<file path="config.mk">
export PLATFORM = sky130hd
export DESIGN_NAME = tdm_lane_scheduler
export DESIGN_NICKNAME = d
export VERILOG_FILES = /design/src/rtl/tdm_lane_scheduler.sv
export SDC_FILE = /design/constraint.sdc
export NUM_CORES = 1
export LEC_CHECK = 0
export CAP_MARGIN = 20
export CORE_MARGIN = 4
export CORE_UTILIZATION = 33
export CTS_CLUSTER_DIAMETER = 200
export DETAILED_ROUTE_END_ITERATION = 8
export GPL_TIMING_DRIVEN = 0
export HOLD_SLACK_MARGIN = 0.1
export MAX_ROUTING_LAYER = met4
export PLACE_DENSITY_LB_ADDON = 0.15
export RECOVER_POWER = 100
export REMOVE_ABC_BUFFERS = 1
export SLEW_MARGIN = 40
export SYNTH_ARGS = -nofsm -noshare
export SYNTH_HDL_FRONTEND = slang
export SYNTH_SLANG_ARGS = --single-unit
</file>
<file path="constraint.sdc">
create_clock -name clk8f -period 5 [get_ports clk8f]
set_input_delay 1 -clock clk8f [delete_from_list [all_inputs] [get_ports clk8f]]
set_output_delay 1 -clock clk8f [all_outputs]
set_load 0.005 [all_outputs]
</file>
<file path="src/rtl/tdm_lane_scheduler.sv">
// tdm_lane_scheduler: shares one byte-wide output among NUM_LANES lanes.
// Everything runs on clk8f; a 3-bit phase counter stands in for the divided
// clocks. Bytes are captured once per 8-cycle frame (phase 7 edge) and drained
// into four 2-cycle slots (phase 0/2/4/6 edges).
// Build option: define STRICT_PRIO_EN for fixed priority (lane 0 highest)
// instead of round-robin arbitration.
module tdm_lane_scheduler #(
  parameter int             NUM_LANES = 4,
  parameter int             DW        = 8,
  parameter logic [DW-1:0]  IDLE_BYTE = 8'hBC
) (
  input  logic                    clk8f,
  input  logic                    reset,
  input  logic [NUM_LANES-1:0]    in_valid,
  input  logic [NUM_LANES*DW-1:0] in_data,
  input  logic                    out_ready,
  output logic                    out_valid,
  output logic [DW-1:0]           out_data,
  output logic [1:0]              out_lane,
  output logic                    frame_start,
  output logic [NUM_LANES-1:0]    ovf
);

  localparam int LW = 2;

  logic [2:0]           phase_q, phase_d;
  logic                 frame_start_q, frame_start_d;
  logic                 capture_en;
  logic                 decision_en;

  logic [NUM_LANES-1:0] pend_vec;
  logic [NUM_LANES-1:0] ovf_vec;
  logic [DW-1:0]        hold_arr [NUM_LANES];

  logic                 grant_vld;
  logic                 grant_take;
  logic [LW-1:0]        grant_idx;

  logic                 out_valid_q, out_valid_d;
  logic [DW-1:0]        out_data_q, out_data_d;
  logic [LW-1:0]        out_lane_q, out_lane_d;

`ifndef STRICT_PRIO_EN
  logic [LW-1:0]        rr_ptr_q, rr_ptr_d;
  logic [2:0]           rr_sum;
  logic [LW-1:0]        rr_idx;
`endif

  // Capture and decision edges are mutually exclusive by construction:
  // capture only at phase 7 (odd), decisions only at even phases.
  assign capture_en  = (phase_q == 3'd7);
  assign decision_en = ~phase_q[0];

  // Phase advance; frame_start is high in the cycle that follows the phase-7 edge.
  always_comb begin
    phase_d       = phase_q + 3'd1;
    frame_start_d = capture_en;
  end

  // Phase counter and frame pulse registers.
  always_ff @(posedge clk8f) begin
    if (!reset) begin
      phase_q       <= 3'd0;
      frame_start_q <= 1'b0;
    end else begin
      phase_q       <= phase_d;
      frame_start_q <= frame_start_d;
    end
  end

  // Per-lane holding register, pending flag and sticky overflow flag.
  for (genvar gi = 0; gi < NUM_LANES; gi++) begin : g_lane
    logic [DW-1:0] hold_q, hold_d;
    logic          pend_q, pend_d;
    logic          ovf_q, ovf_d;

    // Capture a new byte if the slot is free, otherwise drop it and flag overflow.
    always_comb begin
      hold_d = hold_q;
      pend_d = pend_q;
      ovf_d  = ovf_q;
      if (capture_en && in_valid[gi]) begin
        if (pend_q) begin
          ovf_d = 1'b1;
        end else begin
          hold_d = in_data[gi*DW +: DW];
          pend_d = 1'b1;
        end
      end
      if (grant_take && (grant_idx == LW'(gi))) begin
        pend_d = 1'b0;
      end
    end

    // Lane state registers; reset discards any held byte.
    always_ff @(posedge clk8f) begin
      if (!reset) begin
        hold_q <= '0;
        pend_q <= 1'b0;
        ovf_q  <= 1'b0;
      end else begin
        hold_q <= hold_d;
        pend_q <= pend_d;
        ovf_q  <= ovf_d;
      end
    end

    assign pend_vec[gi] = pend_q;
    assign ovf_vec[gi]  = ovf_q;
    assign hold_arr[gi] = hold_q;
  end

`ifdef STRICT_PRIO_EN
  // Fixed priority: lowest-index pending lane wins (descending scan, last hit wins).
  always_comb begin
    grant_vld = 1'b0;
    grant_idx = '0;
    for (int k = NUM_LANES - 1; k >= 0; k--) begin
      if (pend_vec[LW'(k)]) begin
        grant_vld = 1'b1;
        grant_idx = LW'(k);
      end
    end
  end
`else
  // Round-robin: first pending lane at or after rr_ptr, modulo NUM_LANES.
  always_comb begin
    grant_vld = 1'b0;
    grant_idx = '0;
    rr_sum    = '0;
    rr_idx    = '0;
    for (int k = NUM_LANES - 1; k >= 0; k--) begin
      rr_sum = {1'b0, rr_ptr_q} + 3'(k);
      if (rr_sum >= 3'(NUM_LANES)) begin
        rr_sum = rr_sum - 3'(NUM_LANES);
      end
      rr_idx = rr_sum[LW-1:0];
      if (pend_vec[rr_idx]) begin
        grant_vld = 1'b1;
        grant_idx = rr_idx;
      end
    end
  end
`endif

  assign grant_take = decision_en & out_ready & grant_vld;

  // Slot decision: load a granted byte or idle; outputs hold between decisions.
  always_comb begin
    out_valid_d = out_valid_q;
    out_data_d  = out_data_q;
    out_lane_d  = out_lane_q;
`ifndef STRICT_PRIO_EN
    rr_ptr_d    = rr_ptr_q;
`endif
    if (decision_en) begin
      if (grant_take) begin
        out_valid_d = 1'b1;
        out_data_d  = hold_arr[grant_idx];
        out_lane_d  = grant_idx;
`ifndef STRICT_PRIO_EN
        rr_ptr_d    = (grant_idx == LW'(NUM_LANES - 1)) ? '0 : grant_idx + LW'(1);
`endif
      end else begin
        out_valid_d = 1'b0;
        out_data_d  = IDLE_BYTE;
      end
    end
  end

  // Output slot registers and arbitration pointer.
  always_ff @(posedge clk8f) begin
    if (!reset) begin
      out_valid_q <= 1'b0;
      out_data_q  <= IDLE_BYTE;
      out_lane_q  <= '0;
`ifndef STRICT_PRIO_EN
      rr_ptr_q    <= '0;
`endif
    end else begin
      out_valid_q <= out_valid_d;
      out_data_q  <= out_data_d;
      out_lane_q  <= out_lane_d;
`ifndef STRICT_PRIO_EN
      rr_ptr_q    <= rr_ptr_d;
`endif
    end
  end

  assign out_valid   = out_valid_q;
  assign out_data    = out_data_q;
  assign out_lane    = out_lane_q;
  assign frame_start = frame_start_q;
  assign ovf         = ovf_vec;

endmodule

</file>
After elaboration in Yosys (flattened, before gate mapping)
Cells that the tools add are included.
{ "word_totals": {"elab_cells": 97, "inputBits": 39, "regBits": 57, "output_inout_bits": 16} }
{ "op_classes": {"mux": 26, "n_eq_ne": 4, "n_bitwise": 9, "reduce_logical": 22, "magnitude_cmp": 9, "addsub": 9} }
{ "ops": {"columns": ["operator", "n"], "rows": [
  ["8-bit 2-to-1 mux", 3],
  ["2-bit 2-to-1 mux", 9],
  ["2-bit AND reduction", 9],
  ["8-bit binary-select mux with 2-bit select", 1],
  ["3-bit greater-or-equal comparator, second input constant", 4],
  ["2-bit by 3-bit less-than comparator with 1-bit output, second input constant", 4],
  ["1-bit 2-to-1 mux", 9],
  ["1-bit binary-select mux with 2-bit select", 4],
  ["1-bit logical AND", 8],
  ["2-bit OR reduction", 4],
  ["2-bit by 1-bit subtractor with 2-bit output, second input constant", 4],
  ["2-bit by 2-bit adder with 3-bit output, second input constant", 2],
  ["1-bit NOT", 6],
  ["2-bit == test, second input constant", 2],
  ["2-bit by 1-bit adder with 3-bit output, second input constant", 1],
  ["3-bit by 1-bit adder with 3-bit output, second input constant", 1],
  ["3-bit == test, second input constant", 1],
  ["2-bit by 3-bit greater-or-equal comparator with 1-bit output, second input constant", 1],
  ["2-bit NOT with 3-bit output", 1],
  ["2-bit by 1-bit adder with 2-bit output, second input constant", 1],
  ["1-bit AND", 2],
  ["2-bit by 1-bit == test with 1-bit output, second input constant", 1],
  ["2-bit zero test", 1]
]} }

Longest topological paths before layout
{ "logic_depth": {"ltp_word": 14, "mapped_depth": 8, "mapped_depth_nobuf": 6} }

Least setup slack after synthesis
Ideal clock, no wire load.
{ "synth_path": {"path_type": "input to register", "from": "input out_ready", "to": "register out_data_q[2], in the netlist out_data[2]", "setup_ns": 0.125, "required_time_ns": 4.875, "path_buffers": 1, "arrival_time_ns": 1.855, "path_stages": 5, "slack_ns": 3.020, "path_cell_list": "nor3b_1 > buf_2 > o211ai_2 > a211oi_1 > a211oi_1"} }
{ "synth_via": {"elab_chain_cells": 3} }
{ "synth_rtl": {"columns": ["element", "line_no", "source"], "rows": [
  ["start, declared", "16", "input logic out_ready,"],
  ["1-bit AND (2 in a row)", "146", "assign grant_take = decision_en & out_ready & grant_vld;"],
  ["8-bit 2-to-1 mux", "157", "if (grant_take) begin"],
  ["end signal, assigned", "182", "out_data_q <= out_data_d;"],
  ["end, declared", "40", "logic [DW-1:0] out_data_q, out_data_d;"]
]} }
No other way between the ends.
A chain may end at the register's enable or synchronous reset.

Worst setup path after layout
{ "layout_path": {"from": "input out_ready", "to": "register out_data_q[4], in the netlist out_data[4]"} }
Same word-level chain as after synthesis.

==> results_dict.tcl <==
set metrics [dict create \
    period_share 0.6725 \
    muxShareOfSynthArea 0.04953 \
    place_congestion 0.7738 \
    fin_skew_ns 0.007109 \
    yosys_warnings 0 \
    fp.coreArea_um2 7331 \
    dieWidth_um 95.50 \
    clk_latency_ns 0.34 \
    antenna_found_initial 0 \
    end_kind "flop" \
    synth_xor_area_frac 0 \
    initial_core_util 0.3446 \
    grt_max_degree 29 \
    p_int_w 0.0007183 \
    synth_fa_ha_area_frac 0.01486 \
    hpwlAfterDp_um 4171 \
    io_buffers 54 \
    synth_area_um2 2526 \
    via_per_inst 4.596 \
    cts_tree "built" \
    setup_viol 0 \
    synth_area_leaders "dfxtp_1 45%, a21boi_0 12%, nand2_1 10%, nor2b_1 3.2%, mux2i_1 3.2%" \
    maxCapViolCount 0 \
    clkPwrFrac 0.453 \
    n_antenna_cell 0 \
    worst_pin_slew_ns 1.219 \
    clock.fmax_mhz 297.4 \
    rsz0062_at_grt "false" \
    synth-seq-area-share 0.4517 \
    p_leak_nw 1.119 \
    die-area_um2 9119 \
    finalCriticalPeriod_ns 3.363 \
    slew_viol_final 0 \
    relSlewSlack 0.1853 \
    cellPowerDensity_nw_per_um2 283.7 \
    ys_ff_latch 57 \
    row_count 31 \
    synth-simple-area-share 0.2080 \
    grt_pass1_vias 1943 \
    final_hold_viol_count 0 \
    critPathMaxFanout 11 \
    cts_setup_buffers 0 \
    drc 0 \
    start_kind "input pin" \
    ctsLongestPathBuffers 2 \
    cts_hold_buf 0 \
    synth_top_area_frac 0.4517 \
    dpl.cell_count 417 \
    ys_types 36 \
    htree_num_levels 3 \
    synth_top_family_by_area "compound AO/OA/AOI/OAI gates" \
    final_antenna_net_count 0 \
    cp_data_required_time_ns 5.21 \
    synth-compound-area-share 0.2268 \
    drt_iter0_drc 57 \
    vias 1990 \
    cts_buffers 9 \
    crit_arrival_ns 3.57 \
    yosysTopAreaCell "dfxtp_1" \
    drive_gt1_frac 0.07784 \
    status "complete, no violations" \
    p_comb_frac 0.051 \
    switching_share 0.2248 \
    hold_path_class "flop to flop" \
    nNetsFinal 371 \
    seq_power_share 0.496 \
    synth_cells 285 \
    wire_per_inst_um 13.28 \
    p_switching_w 0.0002083 \
    cts_resized 0 \
    grt_pass1_wl_um 9411 \
    fin_hold_ws_ns 0.4672 \
    num_io_pins 55 \
    drtPass1Iterations 4 \
    area_growth_pct 29.27 \
    worstSetupPathType "input pin to flop" \
    fin_cells 433 \
    grt_overflow_total 0 \
    die_y_um 95.50 \
    ir_drop_mv 0.1092 \
    path_clk_slew_ns 0.07 \
    syn-mean-instance-area_um2 8.864 \
    tns_ns 0 \
    track_usage 0.1396 \
    clock_tree.root_cell "clkbuf_8" \
    routed_wl_um 5752 \
    cts_num_sinks 57 \
]
==> placed cells by master (no fill, tap or decap), drive strengths merged, types with 4 or more instances in the layout <==
cell type,Yosys,layout
clkbuf,12,11
nor2,7,7
dlygate4sd3,0,20
a21boi,39,39
a211oi,10,10
nand2,68,68
clkdlybuf4s50,0,33
nor2b,14,14
nand2b,4,4
mux2i,8,8
and2,8,8
o21ai,7,7
and3,4,4
a21oi,12,12
dfxtp,57,57
==> worst max-delay path: stages <==
cell           delay (ns)
dlygate4sd3_1        0.52
nor3b_1              0.96
o211ai_1             0.56
a211oi_1             0.44
a211oi_1             0.09
==> through the flow <==
step / util / power, W / worst slack (ns) / instance area (um2)
after floorplan: - / 0.0004798 / 2.493 / 2414
after global placement: 0.4199 / 0.0005193 / 1.248 / 3078
after detailed placement: 0.4236 / 0.0005209 / 2.019 / 3105
after CTS: 0.4502 / 0.0009430 / 2.384 / 3301
after global routing: 0.4455 / 0.0009642 / 1.238 / 3266
final: 0.4455 / 0.0009266 / 1.637 / 3266
==> path summary, 6_finish.rpt <==
kind | from | to | slack (ns) | depth (start not counted)
worst max-delay path | out_ready | out_data[4] | 1.64 | 5
worst min-delay path | g_lane[3].hold_q[0] | g_lane[3].hold_q[0] | 0.47 | 2
worst max register to register | g_lane[1].pend_q | out_data[4] | 2.16 | 5
worst min register to register | g_lane[3].hold_q[0] | g_lane[3].hold_q[0] | 0.47 | 2
==> cell families after synthesis <==
kind of cell / after synthesis
AOI/OAI and AO/OA: 78
adders and majority gates: 3
buffers and inverters: 25
DFF: 57
muxes: 11
and+or+nand+nor: 111
==> Yosys cell counts (all sizes together) <==
| master | count |
|---|---|
| nand2 | 68 |
| dfxtp | 57 |
| a21boi | 39 |
| nor2b | 14 |
| a21oi | 12 |
| clkbuf | 12 |
| a211oi | 10 |
| buf | 10 |
| and2 | 8 |
| mux2i | 8 |
| nor2 | 7 |
| o21ai | 7 |
| and3 | 4 |
| nand2b | 4 |
| a211o | 3 |
| ha | 3 |
| inv | 3 |
| mux2 | 3 |
| nand3 | 3 |
| a221o | 1 |
| a221oi | 1 |
| and2b | 1 |
| nor3b | 1 |
| nor4 | 1 |
| o211ai | 1 |
| o21ba | 1 |
| o21bai | 1 |
| o221a | 1 |
| o22ai | 1 |
==> registers in the layout, indices dropped and copies added, names as in the netlist <==
signal         flops
g_lane.hold_q     32
out_data           8
g_lane.ovf_q       4
g_lane.pend_q      4
phase_q            3
out_lane           2
rr_ptr_q           2
frame_start        1
out_valid          1
==> cell type report <==
class                      instances  area, um2
tap                               99      123.9
multi-input combinational        203       1256
fill                             741       4065
timing repair buffer              55      538.0
clock inverter                     7      71.32
sequential                        57       1141
clock buffer                       9      123.9
inverter                           3      11.26
==> routing by layer <==
layer	part of all wire	up-vias	GRT usage
met2	0.45	53	0.2070
met4	0.0096	0	0.07464
met3	0.057	7	0.02762
met5	0	-	-
li1	-	1056	-
met1	0.49	874	0.1787
==> power by group through the flow <==
stage / logic (W) / clock network [W] / registers, W
2_1_floorplan: 0.0000110 / 0 / 0.000469
3_3_place_gp: 0.0000497 / 0 / 0.000470
3_5_place_dp: 0.0000511 / 0 / 0.000470
4_1_cts: 0.0000515 / 0.000432 / 0.000459
5_1_grt: 0.0000524 / 0.000452 / 0.000460
6_report: 0.0000474 / 0.000420 / 0.000459
No activity file was read; power rests on OpenSTA's default activity.
